File: src/rtl/bnn_window_conv.sv
// Binary convolution over 5-tap windows: sign-binarize, XNOR with per-filter weights,
// popcount, threshold, and gather one NUM_FILT x NUM_WIN feature map per frame.
module bnn_window_conv #(
    parameter int DW       = 16,
    parameter int TAPS     = 5,
    parameter int NUM_WIN  = 6,
    parameter int NUM_FILT = 4,
    parameter int CW       = 3
) (
    input  logic                       clk,
    input  logic                       rst_n,
    input  logic                       win_valid,
    input  logic [TAPS*DW-1:0]         win_data,
    output logic                       win_ready,
    input  logic                       frame_clr,
    input  logic [NUM_FILT*TAPS-1:0]   weights,
    input  logic [NUM_FILT*CW-1:0]     thresh,
    output logic [NUM_FILT*NUM_WIN-1:0] feat,
    output logic                       out_valid,
    input  logic                       out_ready,
    output logic [2:0]                 win_idx
);

    localparam int FW = NUM_FILT * NUM_WIN;
    localparam logic [2:0] LAST_IDX = 3'(NUM_WIN - 1);

    logic [FW-1:0]       acc_r;
    logic [FW-1:0]       feat_r;
    logic                out_valid_r;
    logic [2:0]          win_idx_r;

    logic [TAPS-1:0]     tap_bit_s;
    logic [NUM_FILT-1:0] col_bit_s;
    logic [FW-1:0]       merged_s;
    logic [FW-1:0]       acc_next_s;
    logic [FW-1:0]       feat_next_s;
    logic                out_valid_next_s;
    logic [2:0]          win_idx_next_s;
    logic                win_ready_s;
    logic                accept_s;
    logic                last_s;
    logic                unused_mag_s;

    function automatic logic [CW-1:0] popcount(input logic [TAPS-1:0] v);
        logic [CW-1:0] sum;
        sum = {CW{1'b0}};
        for (int k = 0; k < TAPS; k++) begin
            sum = sum + {{(CW-1){1'b0}}, v[k]};
        end
        return sum;
    endfunction

    // Only the sign bit of each sample reaches the datapath.
    assign unused_mag_s = ^win_data;

    // Binarize taps and produce one feature bit per filter for the presented window.
    always_comb begin
        logic [TAPS-1:0] match_v;
        logic [CW-1:0]   pop_v;
        tap_bit_s = {TAPS{1'b0}};
        col_bit_s = {NUM_FILT{1'b0}};
        match_v   = {TAPS{1'b0}};
        pop_v     = {CW{1'b0}};
        for (int k = 0; k < TAPS; k++) begin
            tap_bit_s[k] = ~win_data[k*DW+DW-1];
        end
        for (int f = 0; f < NUM_FILT; f++) begin
            match_v      = ~(tap_bit_s ^ weights[f*TAPS +: TAPS]);
            pop_v        = popcount(match_v);
            col_bit_s[f] = (pop_v >= thresh[f*CW +: CW]);
        end
    end

    // Handshake qualifiers; only the frame-completing window can stall.
    always_comb begin
        last_s      = (win_idx_r == LAST_IDX);
        win_ready_s = !(last_s && out_valid_r && !out_ready);
        accept_s    = win_valid && win_ready_s;
    end

    // Accumulator with the current column inserted at win_idx.
    always_comb begin
        merged_s = acc_r;
        for (int f = 0; f < NUM_FILT; f++) begin
            for (int w = 0; w < NUM_WIN; w++) begin
                merged_s[f*NUM_WIN+w] = (win_idx_r == 3'(w)) ? col_bit_s[f]
                                                              : acc_r[f*NUM_WIN+w];
            end
        end
    end

    // Next-state: frame_clr beats accept; a completing accept reloads feat without a bubble.
    always_comb begin
        acc_next_s       = acc_r;
        feat_next_s      = feat_r;
        win_idx_next_s   = win_idx_r;
        out_valid_next_s = out_valid_r;
        if (out_valid_r && out_ready) begin
            out_valid_next_s = 1'b0;
        end else begin
            out_valid_next_s = out_valid_r;
        end
        if (frame_clr) begin
            acc_next_s     = {FW{1'b0}};
            win_idx_next_s = 3'd0;
        end else if (accept_s) begin
            if (last_s) begin
                feat_next_s      = merged_s;
                out_valid_next_s = 1'b1;
                acc_next_s       = {FW{1'b0}};
                win_idx_next_s   = 3'd0;
            end else begin
                acc_next_s     = merged_s;
                win_idx_next_s = win_idx_r + 3'd1;
            end
        end else begin
            acc_next_s     = acc_r;
            win_idx_next_s = win_idx_r;
        end
    end

    // State registers.
    always_ff @(posedge clk or negedge rst_n) begin
        if (!rst_n) begin
            acc_r       <= {FW{1'b0}};
            feat_r      <= {FW{1'b0}};
            out_valid_r <= 1'b0;
            win_idx_r   <= 3'd0;
        end else begin
            acc_r       <= acc_next_s;
            feat_r      <= feat_next_s;
            out_valid_r <= out_valid_next_s;
            win_idx_r   <= win_idx_next_s;
        end
    end

    assign win_ready = win_ready_s;
    assign feat      = feat_r;
    assign out_valid = out_valid_r;
    assign win_idx   = win_idx_r;

endmodule

File: config.mk
export PLATFORM = sky130hd
export DESIGN_NAME = bnn_window_conv
export DESIGN_NICKNAME = d
export VERILOG_FILES = /design/src/rtl/bnn_window_conv.sv
export SDC_FILE = /design/constraint.sdc
export NUM_CORES = 1
export LEC_CHECK = 0
export ABC_AREA = 1
export CAP_MARGIN = 20
export CORE_ASPECT_RATIO = 1.1
export CORE_MARGIN = 4
export CORE_UTILIZATION = 45
export DETAILED_ROUTE_END_ITERATION = 8
export GPL_TIMING_DRIVEN = 0
export MAX_ROUTING_LAYER = met4
export PLACE_DENSITY_LB_ADDON = 0.12
export SYNTH_ARGS = -nofsm -noshare
export SYNTH_HDL_FRONTEND = slang
export SYNTH_SLANG_ARGS = --single-unit
File: constraint.sdc
create_clock -name clk -period 2.7 [get_ports clk]
set_input_delay 0.54 -clock clk [delete_from_list [all_inputs] [get_ports clk]]
set_output_delay 0.54 -clock clk [all_outputs]
set_load 0.03 [all_outputs]
[Word-level counts from Yosys, hierarchy flattened]
Cells that the tools add are included.
Operators by class
  add/sub/neg operators: 17
  order comparisons: 4
  eq/ne operators: 5
  mux-type cells: 34
  bitwise operators: 14
  reductions and logical operators: 9
Operator list (count)
  24-bit two-way mux: 3
  1-bit two-way mux: 28
  3-bit by 1-bit adder with 3-bit output: 8
  5-bit NOT: 4
  5-bit XOR: 4
  2-bit by 1-bit adder with 3-bit output: 4
  3-bit greater-or-equal comparator: 4
  3-bit two-way mux: 3
  1-bit by 1-bit adder with 2-bit output: 4
  3-bit by 2-bit equality test with 1-bit output (second input constant): 2
  3-bit equality test (second input constant): 2
  1-bit NOT: 6
  1-bit logical AND: 4
  3-bit by 1-bit adder with 3-bit output (second input constant): 1
  3-bit by 1-bit equality test with 1-bit output (second input constant): 1
  3-bit zero test: 1
  3-bit AND reduction: 1
  1-bit zero test: 2
  2-bit nonzero test: 1
Word-level totals
  bits in registers: 52
  input port bits: 117
  output and inout bits: 29
  logic and storage cells: 87

[Longest topological paths before layout]
Gate-level depths: netlist of the first run.
  word-level depth: 12
  depth in mapped cells: 15
  depth with buffers taken out: 14

[Least setup slack after synthesis of the first run]
OpenSTA, ideal clock, no wires.
  kind: input-to-reg
  from: input port win_data[15]
  to: register feat_r[15] (netlist: feat[15])
  setup time: 0.118 ns
  data arrival time: 2.907 ns
  data required time: 2.582 ns
  setup slack: -0.324 ns
  cell stages on the path: 11
  buffers on the path: 1
  cell sequence: clkbuf_1 xnor2_1 fa_1 inv_1 fa_1 ha_1 ha_1 a21oi_1 nand3_1 nand3_1 nand2_1
Between the ends
  word-level cells in the longest chain between the ends: 9
Ends and longest elaborated chain
  start: declaration: RTL line 13  | input logic [TAPS*DW-1:0] win_data,
  1-bit NOT: RTL line 65  | tap_bit_s[k] = ~win_data[k*DW+DW-1];
  5-bit XOR: RTL line 68  | match_v = ~(tap_bit_s ^ weights[f*TAPS +: TAPS]);
  5-bit NOT: RTL line 68
  1-bit by 1-bit adder with 2-bit output: RTL line 48  | sum = sum + {{(CW-1){1'b0}}, v[k]};
  2-bit by 1-bit adder with 3-bit output: RTL line 48
  3-bit by 1-bit adder with 3-bit output (2 in series): RTL line 48
  3-bit greater-or-equal comparator: RTL line 70  | col_bit_s[f] = (pop_v >= thresh[f*CW +: CW]);
  1-bit two-way mux: RTL line 86  | merged_s[f*NUM_WIN+w] = (win_idx_r == 3'(w)) ? col_bit_s[f]
  end signal: assignment: RTL line 126  | feat_r <= {FW{1'b0}};
  end signal: assignment: RTL line 131  | feat_r <= feat_next_s;
  end: declaration: RTL line 28  | logic [FW-1:0] feat_r;
Every way passes these cells.
A chain may end at the register's enable or synchronous reset.

[Worst setup path after layout of the first run]
  from: input port win_data[63]
  to: register feat_r[20] (netlist: feat[20])
Between the ends
  word-level cells in the longest chain between the ends: 7
Ends and longest elaborated chain (RTL line)
  1-bit NOT: 65
  5-bit XOR: 68
  5-bit NOT: 68
  3-bit by 1-bit adder with 3-bit output (2 in series): 48
  3-bit greater-or-equal comparator: 70
  1-bit two-way mux: 86
Every way passes these cells.

==> flow_metrics.env, run 1 <==
export IMPL_rows=31
export IMPL_cellLeakagePower_nw=2.252
export IMPL_yosys_most_used_dff="dfrtp_1"
export IMPL_nNetsFinal=614
export IMPL_slew_viol_final=0
export IMPL_drc=0
export IMPL_grt_pass1_wl_mm=13.99
export IMPL_period_share=0.9709
export IMPL_synth_top_area_cell="dfrtp_1"
export IMPL_cts_buffers=5
export IMPL_irDropWorstVdd_v=0.0002382
export IMPL_vias_per_cell=5.209
export IMPL_hpwl_mm=5.932
export IMPL_final_setup_viol_count=0
export IMPL_share_comb_of_total_power=0.453
export IMPL_switchingPower_mw=0.8071
export IMPL_status="completed"
export IMPL_p_clk_frac=0.194
export IMPL_met3_usage=0.03578
export IMPL_end_kind="register"
export IMPL_vias=2886
export IMPL_min_delay_path_class="in2async"
export IMPL_routed_wl_mm=8.353
export IMPL_clock_path_buffers=2
export IMPL_yosys_area_top_type_share=0.3896
export IMPL_clock_skew_ns=0.01056
export IMPL_synth_seq_cells=48
export IMPL_antenna_found_initial=0
export IMPL_syn_area_um2=3083
export IMPL_synthesis_instances=396
export IMPL_grt_max_degree=28
export IMPL_ys_types=24
export IMPL_clk_latency_ns=0.30
export IMPL_use_met2=0.3487
export IMPL_drive_above_1_share=0.2627
export IMPL_synthTopCellsByArea="dfrtp_1 39%, nand2_1 14%, nand3_1 14%"
export IMPL_clkTransAtPathRegs_ns=0.09
export IMPL_routabilityCongestion=0.8420
export IMPL_cp_max_fo=6
export IMPL_swShare=0.3748
export IMPL_place_inst=546
export IMPL_period_minus_slack_ns=2.621
export IMPL_synth_async_reset_ratio=1.000
export IMPL_wire_per_inst_um=15.08
export IMPL_drt_pass1_iter_count=4
export IMPL_drv_cap=0
export IMPL_layout_setup_ws_ns=0.07852
export IMPL_die_area_um2=8241
export IMPL_die_w_um=86.92
export IMPL_first_iter_violations=201
export IMPL_fp_dieH_um=94.81
export IMPL_yosys_warnings=0
export IMPL_coreArea_um2=6633
export IMPL_io_buffers=67
export IMPL_fin_cells=554
export IMPL_fillers=538
export IMPL_root_buffer="clkbuf_8"
export IMPL_finalHoldViolCount=0
export IMPL_start_util=0.4648
export IMPL_internal_power_mw=1.346
export IMPL_io_pins=146
export IMPL_whs_ns=0.2005
export IMPL_fmax_mhz=381.5
export IMPL_required_ns=2.89
export IMPL_yosysSeqAreaShare=0.3896
export IMPL_grt_use_met1=0.2891
export IMPL_synth_edf_count=0
export IMPL_p_total_mw=2.154
export IMPL_tightest_slew_ns=0.6888
export IMPL_grt_usage=0.2182
export IMPL_syn_to_final_growth_pct=47.08
export IMPL_p_seq_frac=0.353
export IMPL_slew_limit_headroom=0.5391
export IMPL_synth_nets=538
export IMPL_synth_avg_cell_area_um2=7.785
export IMPL_pre_cts_ws_ns=-0.7502
export IMPL_grt_pass1_vias=2957
export IMPL_cts_sinks=48
export IMPL_power_density_nw_per_um2=474.9
export IMPL_grt_overflow=0
export IMPL_path_class="in2reg"
export IMPL_cp_start_kind="input port"
export IMPL_busiest_layer="met2"
export IMPL_cts_tree="done"
export IMPL_diodes=0
export IMPL_arrival_ns=2.82
export IMPL_ant_nets=0
export IMPL_htreeDepth=2
timing repair:
item | in CTS | in global routing
gates resized for setup | 74 | 36
hold buffers | 0 | 0
setup endpoints to repair | 44 | 44
pin swaps | 32 | 32
gates cloned | 0 | 0
buffers inserted | 1 | 0
placed cells by master (no fill, tap or decap), drive strengths merged:
cell type,n
or2,5
clkdlybuf4s50,54
nand4,2
xor2,8
nor3,1
clkdlybuf4s15,3
o21ai,2
buf,19
inv,62
clkinv,2
xnor2,12
nor2,5
dlygate4sd2,1
fa,8
clkbuf,10
nand3,88
clkinvlp,1
nand2,120
ha,17
a21oi,4
dfrtp,48
cell families after synthesis:
logic type,synth area share
adders and majority gates,0.1209
AOI/OAI and AO/OA,0.01096
and+or+nand+nor,0.3210
DFF,0.3896
xor gates and xnor gates,0.05682
buffers and inverters,0.1006
power groups by stage:
| stage | combinational [mW] | clock (mW) | sequential, mW |
|---|---|---|---|
| 2_1_floorplan | 0.431 | 0 | 0.788 |
| 3_3_place_gp | 0.633 | 0 | 0.773 |
| 3_5_place_dp | 0.662 | 0 | 0.774 |
| 4_1_cts | 0.890 | 0.425 | 0.760 |
| 5_1_grt | 1.07 | 0.447 | 0.763 |
| 6_report | 0.975 | 0.418 | 0.761 |
stage by stage:
stage / setup TNS, ns / util / instance area, µm²
2_1_floorplan: -4.724 / - / 3256
3_3_place_gp: -43.21 / 0.6074 / 4029
3_5_place_dp: -30.18 / 0.6097 / 4044
4_1_cts: 0 / 0.6723 / 4459
5_1_grt: -0.01399 / 0.6836 / 4534
6_report: 0 / 0.6836 / 4534
per-layer routing:
layer	wire length [µm]	vias up
met4	133	0
met2	4162	107
met5	0	-
met3	561	14
li1	-	1391
met1	3497	1374
worst paths after layout:
kind	startpoint	end	slack, ns	cells past startpoint
min in group clk	feat[10]$_DFFE_PN0P_	feat[10]$_DFFE_PN0P_	0.48	2
setup reg to reg	win_idx[0]$_DFFE_PN0P_	feat[4]$_DFFE_PN0P_	1.00	6
setup / recovery	win_data[63]	feat[20]$_DFFE_PN0P_	0.08	11
hold reg to reg	feat[10]$_DFFE_PN0P_	feat[10]$_DFFE_PN0P_	0.48	2
max in group asynchronous	rst_n	acc_r[3]$_DFFE_PN0P_	1.97	2
hold / removal	rst_n	out_valid$_DFF_PN0_	0.20	1
critical path, cell delays in order:
cell	delay (ns)
clkbuf_16	0.15
xnor2_4	0.14
fa_1	0.57
inv_2	0.04
fa_2	0.35
ha_4	0.18
ha_4	0.23
a21oi_4	0.29
nand3_1	0.15
nand3_1	0.11
nand2_1	0.06
flip-flops by register name (all words and copies together) (netlist names):
name / cells
win_idx: 3
out_valid: 1
feat: 24
acc_r: 20
cell type report:
type | instances | area [µm²] | share of cell area
timing repair buffer | 69 | 664.4 | 0.1465
sequential | 48 | 1201 | 0.2649
inverter | 63 | 236.5 | 0.05215
tap | 82 | 102.6 | 0.02263
clock buffer | 5 | 68.82 | 0.01518
clock inverter | 2 | 12.51 | 0.002759
multi-input combinational | 272 | 2140 | 0.4719
buffer | 13 | 108.9 | 0.02401
cell usage after synthesis (all sizes together), types with 3 or more instances:
cell type and n:
nand2 120, buf 10, or2 5, clkbuf 3, inv 62, xnor2 12
xor2 8, dfrtp 48, fa 8, nand3 88, a21oi 4, ha 17
nor2 5
No activity file was read; power rests on OpenSTA's default activity.
==> inputs of run 2 (changes only) <==
Settings changed: CAP_MARGIN 20 to 25, CORE_MARGIN 4 to 5.
==> run 2 against run 1 <==
Effect of this change:
- first-iteration DRC count decreased by 1.5%
- critical endpoint is now acc_r[12]$_DFFE_PN0P_
- via count decreased by 0.55%
- combinational power is 0.7% higher
- largest cell class unchanged
- sequential power barely moved
- global-route usage shrank 0.31 points
==> flow_metrics.env, run 2 (synthesis results as in run 1) <==
export IMPL_finalHoldViolCount=0
export IMPL_largest_register_ffs=24
export IMPL_status="completed"
export IMPL_min_delay_path_class="in2async"
export IMPL_place_inst=546
export IMPL_die_w_um=88.92
export IMPL_drc=0
export IMPL_slew_limit_headroom=0.4962
export IMPL_arrival_ns=2.87
export IMPL_crit_start="win_data[15]"
export IMPL_fin_cells=558
export IMPL_cp_cell_sequence="buf_12, xnor2_4, fa_1, inv_2, fa_2, ha_4, ha_4, a21oi_4, buf_6, nand3_2, nand3_1, nand2_1"
export IMPL_layout_commonest_cell="nand2_1"
export IMPL_vias_per_cell=5.143
export IMPL_p_clk_frac=0.244
export IMPL_cts_buffers=5
export IMPL_hpwl_mm=6.142
export IMPL_syn_to_final_growth_pct=50.24
export IMPL_clock_path_buffers=2
export IMPL_coreArea_um2=6633
export IMPL_routabilityCongestion=0.8553
export IMPL_diodes=0
export IMPL_slew_viol_final=0
export IMPL_cts_tree="done"
export IMPL_drive_above_1_share=0.2878
export IMPL_grt_pass1_wl_mm=14.55
export IMPL_required_ns=2.91
export IMPL_clkTransAtPathRegs_ns=0.10
export IMPL_wire_per_inst_um=15.25
export IMPL_start_util=0.4648
export IMPL_irDropWorstVdd_v=0.0002889
export IMPL_crit_slowest_cell="fa_1"
export IMPL_antenna_found_initial=0
export IMPL_swShare=0.3590
export IMPL_share_comb_of_total_power=0.426
export IMPL_cp_start_kind="input port"
export IMPL_fmax_mhz=376.2
export IMPL_cellLeakagePower_nw=2.289
export IMPL_final_setup_viol_count=0
export IMPL_post_route_util=0.6984
export IMPL_period_share=0.9845
export IMPL_fp_dieH_um=96.81
export IMPL_ant_nets=0
export IMPL_drv_cap=0
export IMPL_drt_pass1_iter_count=4
export IMPL_cts_sinks=48
export IMPL_first_iter_violations=198
export IMPL_clk_latency_ns=0.31
export IMPL_cp_max_fo=5
export IMPL_internal_power_mw=1.477
export IMPL_routed_wl_mm=8.511
export IMPL_p_total_mw=2.303
export IMPL_crit_reg2reg_launch="win_idx[0]$_DFFE_PN0P_"
export IMPL_path_class="in2reg"
export IMPL_period_minus_slack_ns=2.658
export IMPL_io_pins=146
export IMPL_layout_common_cells="106 x nand2_1, 54 x clkdlybuf4s50_1, 51 x nand3_1"
export IMPL_switchingPower_mw=0.8269
export IMPL_die_area_um2=8608
export IMPL_root_buffer="clkbuf_8"
export IMPL_grt_overflow=0
export IMPL_vias=2870
export IMPL_grt_pass1_vias=3003
export IMPL_clock_skew_ns=0.01279
export IMPL_power_density_nw_per_um2=497.3
export IMPL_max_stage_delay_ns=0.56
export IMPL_grt_max_degree=26
export IMPL_tightest_slew_ns=0.7529
export IMPL_io_buffers=67
export IMPL_end_kind="register"
export IMPL_p_seq_frac=0.330
export IMPL_htreeDepth=2
export IMPL_nNetsFinal=617
export IMPL_rows=31
export IMPL_crit_top_cell="ha_4"
export IMPL_grt_usage=0.2151
run 2: critical path: cells and delay by family:
kind,cells,cell delay (ns)
AOI/OAI and AO/OA,1,0.26
xor gates and xnor gates,1,0.14
adders and majority gates,4,1.34
buffers and inverters,3,0.32
and+or+nand+nor,3,0.26
run 2: through the flow:
step	setup TNS [ns]	setup slack [ns]	hold WS, ns	instance area, µm²
after global routing	-0.04446	-0.01194	0.2670	4632
after global placement	-42.15	-0.7082	0.4626	4029
after floorplan	-4.724	-0.1237	0.2444	3256
after detailed placement	-31.10	-0.7749	0.4656	4044
after CTS	0	0.002511	0.2458	4516
final	0	0.04175	0.2146	4632
run 2: power groups by stage:
stage	clock network, mW	logic, mW	registers, mW
after floorplan	0	0.431	0.788
after global placement	0	0.634	0.773
after detailed placement	0	0.663	0.774
after CTS	0.566	0.863	0.760
after global routing	0.596	1.08	0.765
final	0.562	0.982	0.760
run 2: timing repair:
action,in CTS,in global routing
pin swaps,41,37
resized for setup,80,43
buffers inserted,0,4
setup endpoints to repair,44,44
cloned,0,0
hold buffers,0,0
run 2: area by class of cell:
class                      instances  area, µm²
sequential                        48       1201
timing repair buffer              72      675.6
multi-input combinational        272       2180
clock buffer                       6      82.58
buffer                            13      115.1
tap                               82      102.6
inverter                          63      236.5
fill                             528       2001
clock inverter                     2      38.79
run 2: final timing paths:
kind                                    endpoint  slack, ns  cells past startpoint
setup / recovery           acc_r[12]$_DFFE_PN0P_       0.04                     12
hold / removal              feat[11]$_DFFE_PN0P_       0.21                      1
setup reg to reg             feat[4]$_DFFE_PN0P_       0.89                      6
hold reg to reg             feat[10]$_DFFE_PN0P_       0.48                      2
max in group asynchronous   acc_r[3]$_DFFE_PN0P_       1.95                      2
min in group clk            feat[10]$_DFFE_PN0P_       0.48                      2
run 2: per-layer routing:
metal	up-vias	global-route usage	part of all wire
li1	1401	-	-
met1	1364	0.2953	0.43
met2	94	0.3331	0.50
met3	11	0.02889	0.053
met4	0	0.05581	0.015
met5	-	-	0
